==> src/rtl/core_load_check_ctrl_if.sv <==
// Bring-up bus for core_load_check_ctrl: program stream, imem write port,
// expected-value stream, core debug port and status. slave = controller side.
interface core_load_check_ctrl_if #(
  parameter int ADDR_W   = 8,
  parameter int DATA_W   = 32,
  parameter int REG_ID_W = 5,
  parameter int ERR_W    = 8
);
  logic                prog_valid;
  logic                prog_ready;
  logic [DATA_W-1:0]   prog_data;
  logic                prog_last;
  logic                mem_we;
  logic [ADDR_W-1:0]   mem_addr;
  logic [DATA_W-1:0]   mem_wdata;
  logic                core_hold;
  logic                exp_valid;
  logic                exp_ready;
  logic [REG_ID_W-1:0] exp_id;
  logic [DATA_W-1:0]   exp_data;
  logic                exp_last;
  logic [REG_ID_W-1:0] reg_out_id;
  logic [DATA_W-1:0]   reg_out_data;
  logic                busy;
  logic                done;
  logic                pass;
  logic [1:0]          fail_code;
  logic [REG_ID_W-1:0] fail_id;
  logic [DATA_W-1:0]   fail_got;
  logic [ERR_W-1:0]    err_count;

  modport slave (
    input  prog_valid, prog_data, prog_last,
    input  exp_valid, exp_id, exp_data, exp_last,
    input  reg_out_data,
    output prog_ready, mem_we, mem_addr, mem_wdata, core_hold,
    output exp_ready, reg_out_id,
    output busy, done, pass, fail_code, fail_id, fail_got, err_count
  );

  modport master (
    output prog_valid, prog_data, prog_last,
    output exp_valid, exp_id, exp_data, exp_last,
    output reg_out_data,
    input  prog_ready, mem_we, mem_addr, mem_wdata, core_hold,
    input  exp_ready, reg_out_id,
    input  busy, done, pass, fail_code, fail_id, fail_got, err_count
  );
endinterface

==> src/rtl/core_load_check_ctrl.sv <==
// Load/run/check bring-up controller for the single-cycle core.
// Define CHECK_CONTINUE_EN to keep checking after a register mismatch.
module core_load_check_ctrl #(
  parameter int ADDR_W   = 8,
  parameter int DATA_W   = 32,
  parameter int REG_ID_W = 5,
  parameter int CYC_W    = 16,
  parameter int ERR_W    = 8
) (
  input  logic             clock,
  input  logic             reset,
  input  logic             start,
  input  logic [CYC_W-1:0] run_cycles,
  core_load_check_ctrl_if.slave bus
);
  typedef enum logic [2:0] {
    S_IDLE, S_LOAD, S_RUN, S_CHK_REQ, S_CHK_CMP, S_DONE
  } state_t;

  localparam logic [ADDR_W-1:0] ADDR_MAX = '1;
  localparam logic [ERR_W-1:0]  ERR_MAX  = '1;

  state_t              r_state;
  logic [ADDR_W-1:0]   r_addr;
  logic [CYC_W-1:0]    r_cnt;
  logic [REG_ID_W-1:0] r_reg_id;
  logic [DATA_W-1:0]   r_exp_data;
  logic                r_exp_last;
  logic                r_core_hold;
  logic                r_done;
  logic                r_pass;
  logic [1:0]          r_fail_code;
  logic [REG_ID_W-1:0] r_fail_id;
  logic [DATA_W-1:0]   r_fail_got;
  logic [ERR_W-1:0]    r_err_count;

  logic w_prog_acc;
  logic w_exp_acc;
  logic w_mismatch;
  logic w_stop;

  assign w_prog_acc = (r_state == S_LOAD) && bus.prog_valid;
  assign w_exp_acc  = (r_state == S_CHK_REQ) && bus.exp_valid;
  assign w_mismatch = (bus.reg_out_data != r_exp_data);
`ifdef CHECK_CONTINUE_EN
  assign w_stop = r_exp_last;
`else
  assign w_stop = r_exp_last || w_mismatch;
`endif

  assign bus.prog_ready = (r_state == S_LOAD);
  assign bus.mem_we     = w_prog_acc;
  assign bus.mem_addr   = r_addr;
  assign bus.mem_wdata  = bus.prog_data;
  assign bus.core_hold  = r_core_hold;
  assign bus.exp_ready  = (r_state == S_CHK_REQ);
  assign bus.reg_out_id = r_reg_id;
  assign bus.busy       = (r_state == S_LOAD) || (r_state == S_RUN) ||
                          (r_state == S_CHK_REQ) || (r_state == S_CHK_CMP);
  assign bus.done       = r_done;
  assign bus.pass       = r_pass;
  assign bus.fail_code  = r_fail_code;
  assign bus.fail_id    = r_fail_id;
  assign bus.fail_got   = r_fail_got;
  assign bus.err_count  = r_err_count;

  always_ff @(posedge clock) begin
    if (reset) begin
      r_state     <= S_IDLE;
      r_addr      <= '0;
      r_cnt       <= '0;
      r_reg_id    <= '0;
      r_exp_data  <= '0;
      r_exp_last  <= 1'b0;
      r_core_hold <= 1'b1;
      r_done      <= 1'b0;
      r_pass      <= 1'b0;
      r_fail_code <= 2'd0;
      r_fail_id   <= '0;
      r_fail_got  <= '0;
      r_err_count <= '0;
    end else begin
      case (r_state)
        S_IDLE, S_DONE: begin
          if (start) begin
            r_state     <= S_LOAD;
            r_addr      <= '0;
            r_err_count <= '0;
            r_fail_code <= 2'd0;
            r_fail_id   <= '0;
            r_fail_got  <= '0;
            r_pass      <= 1'b0;
            r_done      <= 1'b0;
          end
        end
        S_LOAD: begin
          if (w_prog_acc) begin
            // Address saturates at the top word so it never wraps.
            if (r_addr != ADDR_MAX) r_addr <= r_addr + ADDR_W'(1);
            if (bus.prog_last) begin
              r_state     <= S_RUN;
              r_cnt       <= (run_cycles == '0) ? CYC_W'(1) : run_cycles;
              r_core_hold <= 1'b0;
            end else if (r_addr == ADDR_MAX) begin
              r_state     <= S_DONE;
              r_fail_code <= 2'd2;
              r_pass      <= 1'b0;
              r_done      <= 1'b1;
            end
          end
        end
        S_RUN: begin
          r_cnt <= r_cnt - CYC_W'(1);
          if (r_cnt == CYC_W'(1)) begin
            r_state     <= S_CHK_REQ;
            r_core_hold <= 1'b1;
          end
        end
        S_CHK_REQ: begin
          if (w_exp_acc) begin
            r_state    <= S_CHK_CMP;
            r_reg_id   <= bus.exp_id;
            r_exp_data <= bus.exp_data;
            r_exp_last <= bus.exp_last;
          end
        end
        S_CHK_CMP: begin
          if (w_mismatch) begin
            if (r_err_count != ERR_MAX) r_err_count <= r_err_count + ERR_W'(1);
            if (r_fail_code == 2'd0) begin
              r_fail_code <= 2'd1;
              r_fail_id   <= r_reg_id;
              r_fail_got  <= bus.reg_out_data;
            end
          end
          if (w_stop) begin
            r_state <= S_DONE;
            r_done  <= 1'b1;
            r_pass  <= !w_mismatch && (r_fail_code == 2'd0);
          end else begin
            r_state <= S_CHK_REQ;
          end
        end
        default: r_state <= S_IDLE;
      endcase
    end
  end
endmodule

==> src/flat_wrapper.sv <==
// flat-port wrapper written by rule: the top's interface ports become plain ports
module core_load_check_ctrl_flat 
#(
  parameter int ADDR_W   = 8,
  parameter int DATA_W   = 32,
  parameter int REG_ID_W = 5,
  parameter int CYC_W    = 16,
  parameter int ERR_W    = 8
)
  (clock, reset, start, run_cycles, bus_prog_valid, bus_prog_data, bus_prog_last, bus_exp_valid, bus_exp_id, bus_exp_data, bus_exp_last, bus_reg_out_data, bus_prog_ready, bus_mem_we, bus_mem_addr, bus_mem_wdata, bus_core_hold, bus_exp_ready, bus_reg_out_id, bus_busy, bus_done, bus_pass, bus_fail_code, bus_fail_id, bus_fail_got, bus_err_count);
  core_load_check_ctrl_if #(.ADDR_W(ADDR_W), .DATA_W(DATA_W), .REG_ID_W(REG_ID_W), .ERR_W(ERR_W)) bus_i ();
  input  logic clock;
  input  logic reset;
  input  logic start;
  input  logic [CYC_W-1:0] run_cycles;
  input wire logic [$bits(bus_i.prog_valid)-1:0] bus_prog_valid;
  input wire logic [$bits(bus_i.prog_data)-1:0] bus_prog_data;
  input wire logic [$bits(bus_i.prog_last)-1:0] bus_prog_last;
  input wire logic [$bits(bus_i.exp_valid)-1:0] bus_exp_valid;
  input wire logic [$bits(bus_i.exp_id)-1:0] bus_exp_id;
  input wire logic [$bits(bus_i.exp_data)-1:0] bus_exp_data;
  input wire logic [$bits(bus_i.exp_last)-1:0] bus_exp_last;
  input wire logic [$bits(bus_i.reg_out_data)-1:0] bus_reg_out_data;
  output wire logic [$bits(bus_i.prog_ready)-1:0] bus_prog_ready;
  output wire logic [$bits(bus_i.mem_we)-1:0] bus_mem_we;
  output wire logic [$bits(bus_i.mem_addr)-1:0] bus_mem_addr;
  output wire logic [$bits(bus_i.mem_wdata)-1:0] bus_mem_wdata;
  output wire logic [$bits(bus_i.core_hold)-1:0] bus_core_hold;
  output wire logic [$bits(bus_i.exp_ready)-1:0] bus_exp_ready;
  output wire logic [$bits(bus_i.reg_out_id)-1:0] bus_reg_out_id;
  output wire logic [$bits(bus_i.busy)-1:0] bus_busy;
  output wire logic [$bits(bus_i.done)-1:0] bus_done;
  output wire logic [$bits(bus_i.pass)-1:0] bus_pass;
  output wire logic [$bits(bus_i.fail_code)-1:0] bus_fail_code;
  output wire logic [$bits(bus_i.fail_id)-1:0] bus_fail_id;
  output wire logic [$bits(bus_i.fail_got)-1:0] bus_fail_got;
  output wire logic [$bits(bus_i.err_count)-1:0] bus_err_count;
  assign bus_i.prog_valid = bus_prog_valid;
  assign bus_i.prog_data = bus_prog_data;
  assign bus_i.prog_last = bus_prog_last;
  assign bus_i.exp_valid = bus_exp_valid;
  assign bus_i.exp_id = bus_exp_id;
  assign bus_i.exp_data = bus_exp_data;
  assign bus_i.exp_last = bus_exp_last;
  assign bus_i.reg_out_data = bus_reg_out_data;
  assign bus_prog_ready = bus_i.prog_ready;
  assign bus_mem_we = bus_i.mem_we;
  assign bus_mem_addr = bus_i.mem_addr;
  assign bus_mem_wdata = bus_i.mem_wdata;
  assign bus_core_hold = bus_i.core_hold;
  assign bus_exp_ready = bus_i.exp_ready;
  assign bus_reg_out_id = bus_i.reg_out_id;
  assign bus_busy = bus_i.busy;
  assign bus_done = bus_i.done;
  assign bus_pass = bus_i.pass;
  assign bus_fail_code = bus_i.fail_code;
  assign bus_fail_id = bus_i.fail_id;
  assign bus_fail_got = bus_i.fail_got;
  assign bus_err_count = bus_i.err_count;
  core_load_check_ctrl #(.ADDR_W(ADDR_W), .DATA_W(DATA_W), .REG_ID_W(REG_ID_W), .CYC_W(CYC_W), .ERR_W(ERR_W)) u_core (.clock(clock), .reset(reset), .start(start), .run_cycles(run_cycles), .bus(bus_i));
endmodule
==> config.mk <==
export PLATFORM = sky130hd
export DESIGN_NAME = core_load_check_ctrl_flat
export DESIGN_NICKNAME = d
export VERILOG_FILES = /design/src/rtl/core_load_check_ctrl_if.sv /design/src/rtl/core_load_check_ctrl.sv /design/src/flat_wrapper.sv
export SDC_FILE = /design/constraint.sdc
export NUM_CORES = 1
export LEC_CHECK = 0
export CAP_MARGIN = 5
export CORE_UTILIZATION = 47
export DETAILED_ROUTE_END_ITERATION = 16
export GPL_TIMING_DRIVEN = 0
export PLACE_DENSITY = 0.95
export SYNTH_ARGS = -nofsm -noshare
export SYNTH_HDL_FRONTEND = slang
export SYNTH_SLANG_ARGS = --single-unit
==> constraint.sdc <==
create_clock -name clock -period 4.1 [get_ports clock]
set_input_delay 0.41 -clock clock [delete_from_list [all_inputs] [get_ports clock]]
set_output_delay 0.41 -clock clock [all_outputs]
set_load 0.05 [all_outputs]
==> out/metrics.yaml <==
status:
  status: "finished, final reports clean"
clock_network:
  hold_buffers: 0
  cts_root_buffer: "clkbuf_16"
  postCtsSetupRepairBufs: 0
  h-tree-depth: 4
  cts_resized: 0
  cts_tree: "yes"
  cts_buffer_depth: 2
  cts_made_buffers: 17
  worstSkewPairLatency_ps: 410
  clkSinkCount: 115
  path_clk_slew_ps: 50
setup_path:
  regToRegStartpoint: "u_core.r_exp_data[10]"
  reg2reg_depth: 8
  cp-start-kind: "flop"
  ff2ff_setup_slack_ps: 1410
  worstSetupEndpointType: "output pin"
  crit_fanout: 10
  worstSetupPathType: "reg -> out"
  r2r_end: "u_core.bus.fail_got[20]"
  required_ps: 3690
  cp.arrival_ps: 2640
sta:
  fmax_mhz: 328
  fin_crit_ps: 3050
  fin_skew_ps: 8.20
  slew_headroom: 0.510
  drv_slew: 0
  report.final.hold_viol_count: 0
  setup_violations: 0
  fin_setup_tns_ps: 0
  worstMarginPinSlew_ps: 736
  finalCritPeriodShare: 0.745
  rsz0062_at_grt: "no"
routing:
  drc: 0
  vias_per_cell: 5.81
  first_pass_iters: 8
  drtIter0Drc: 480
  wl_um: 18200
  vias: 6017
  avgRoutedWirePerCell_um: 17.6
  ant_nets: 0
grt:
  grt_pass1_wl_um: 29000
  track_usage: 0.295
  antenna_found_initial: 0
  first_global_vias: 5848
  grt_max_degree: 17
  grt_overflow: 0
final_layout:
  multi_input_area_um2: 2790
  n_antenna_cell: 0
  drive_gt1_frac: 0.0974
  nFillCells: 841
  layout.nets: 1009
  seqCellArea_um2: 2300
  syn2layout_area_growth_pct: 47.7
worst_hold_path:
  min_path_cells: 2
  holdCritPathClass: "reg -> reg"
  hold_start: "u_core.r_exp_data[12]"
  min_to: "u_core.r_exp_data[12]"
yosys:
  yosys.area.top_type: "dfxtp_1"
  synth_ff_type: "dfxtp_1"
  synthArstFlopShare: 0
  synth_cell_types: 63
  syn_inst: 672
  syn_area_per_cell_um2: 8.28
  synth_commonest_cells: "dfxtp_1, nand2_1, nor2_1"
  yosys-top-cells-area: "dfxtp_1, nand2_1, a32oi_1, xor2_1, a21oi_1"
  ys_ff_latch: 115
  synth_warnings: 0
  syn_area_um2: 5560
  synth_nets: 800
  seq_area_frac_synth: 0.414
  yosysMostFrequentCell: "dfxtp_1"
  synth_edf_count: 0
  synth_top_area_frac: 0.414
power_and_ir_drop:
  ir_worst_vdd_mv: 0.362
  power.density_nw_per_um2: 477
  p_leak_nw: 3.04
  p_total_mw: 3.92
floorplan:
  core_um2: 11500
  die_w_um: 111
  start_util: 0.485
  rows: 39
  die_h_um: 111
  io_pins: 223
  die_area_um2: 12300
placement:
  hpwl_um: 13100
  place_congestion: 0.917
  io_buffers: 190
run:
  maxCapViolCount: 0
[final cells by class]
cell class,instances,share of cell area
clock buffer,23,0.0570
buffer,77,0.0525
multi-input combinational,471,0.340
sequential,115,0.280
tap,143,0.0218
clock inverter,8,0.0126
timing repair buffer,190,0.231
inverter,9,0.00472
[cell families after synthesis]
group	count (synthesis)	synth area share
AO/OA/AOI/OAI	169	0.206
XOR/XNOR	40	0.0630
adder cells (fa/ha/maj)	4	0.00900
buffers and inverters	86	0.0846
flip-flops	115	0.414
multiplexers	3	0.00562
AND/OR/NAND/NOR	255	0.218
[power by group]
| part | internal (mW) | leakage (nW) | total (mW) | switching, mW |
|---|---|---|---|---|
| clock | 0.924 | 0.277 | 1.45 | 0.526 |
| combinational | 0.450 | 1.83 | 1.22 | 0.766 |
| sequential | 1.19 | 0.929 | 1.25 | 0.0674 |
[placed cells by master (no fill, tap or decap), types with 3 or more instances in the layout]
master,n
a211oi_1,5
a21oi_1,59
a22oi_1,6
a32oi_1,38
and2_1,4
and3_1,3
and4_1,4
buf_1,3
buf_2,12
buf_4,34
clkbuf_1,32
clkbuf_16,17
clkdlybuf4s50_1,190
clkinv_4,4
dfxtp_1,115
ha_1,4
inv_1,8
nand2_1,99
nand2b_1,3
nand3_1,8
nand4_1,12
nor2_1,72
nor2b_1,4
nor3_1,7
nor4_1,16
o21ai_0,17
o21ai_1,14
or3_1,6
or4_1,4
xor2_1,38
[worst max path at each step]
| stage | startpoint | to |
|---|---|---|
| 2_1_floorplan | u_core.r_state[2] | u_core.r_cnt[8] |
| 3_3_place_gp | bus_reg_out_data[24] | u_core.bus.fail_got[25] |
| 3_5_place_dp | bus_reg_out_data[24] | u_core.bus.fail_got[20] |
| 4_1_cts | u_core.r_state[1] | bus_busy |
| 5_1_grt | u_core.r_state[1] | bus_busy |
| 6_report | u_core.r_state[1] | bus_busy |
[routing by layer]
metal | global-route usage | wire (µm) | up-vias
met5 | 0 | 0 | -
met4 | 0.153 | 777 | 0
met3 | 0.0891 | 1730 | 78
met2 | 0.502 | 8810 | 356
met1 | 0.333 | 6900 | 2781
li1 | - | - | 2802
[critical path, cell delays in order, from the launching register on]
cell and delay (ps):
dfxtp_1 370, buf_1 420, clkbuf_1 370, nor2_1 100, xnor2_1 150, clkdlybuf4s50_1 820
[state kept, by name, indices dropped and copies added, names as in the netlist]
| register | flops |
|---|---|
| u_core.r_exp_data | 32 |
| u_core.bus.mem_addr | 8 |
| u_core.r_state | 3 |
| u_core.bus.fail_code | 2 |
| u_core.bus.reg_out_id | 5 |
| u_core.bus.fail_got | 32 |
| u_core.bus.fail_id | 5 |
| u_core.r_cnt | 16 |
| u_core.bus.err_count | 8 |
| u_core.r_exp_last | 1 |
| u_core.bus.core_hold | 1 |
| u_core.bus.pass | 1 |
| u_core.bus.done | 1 |
[metrics by stage]
stage	instances	utilization	setup WS [ps]	instance area [µm²]	hold WS, ps
after global routing	1036	0.716	876	8220	475
after detailed placement	1005	0.667	1070	7640	458
after CTS	1036	0.716	1060	8220	466
after floorplan	672	-	1490	5560	448
final	1036	0.716	1050	8220	466
after global placement	1005	0.667	1150	7640	453
Power figures use the tool's default switching activity.
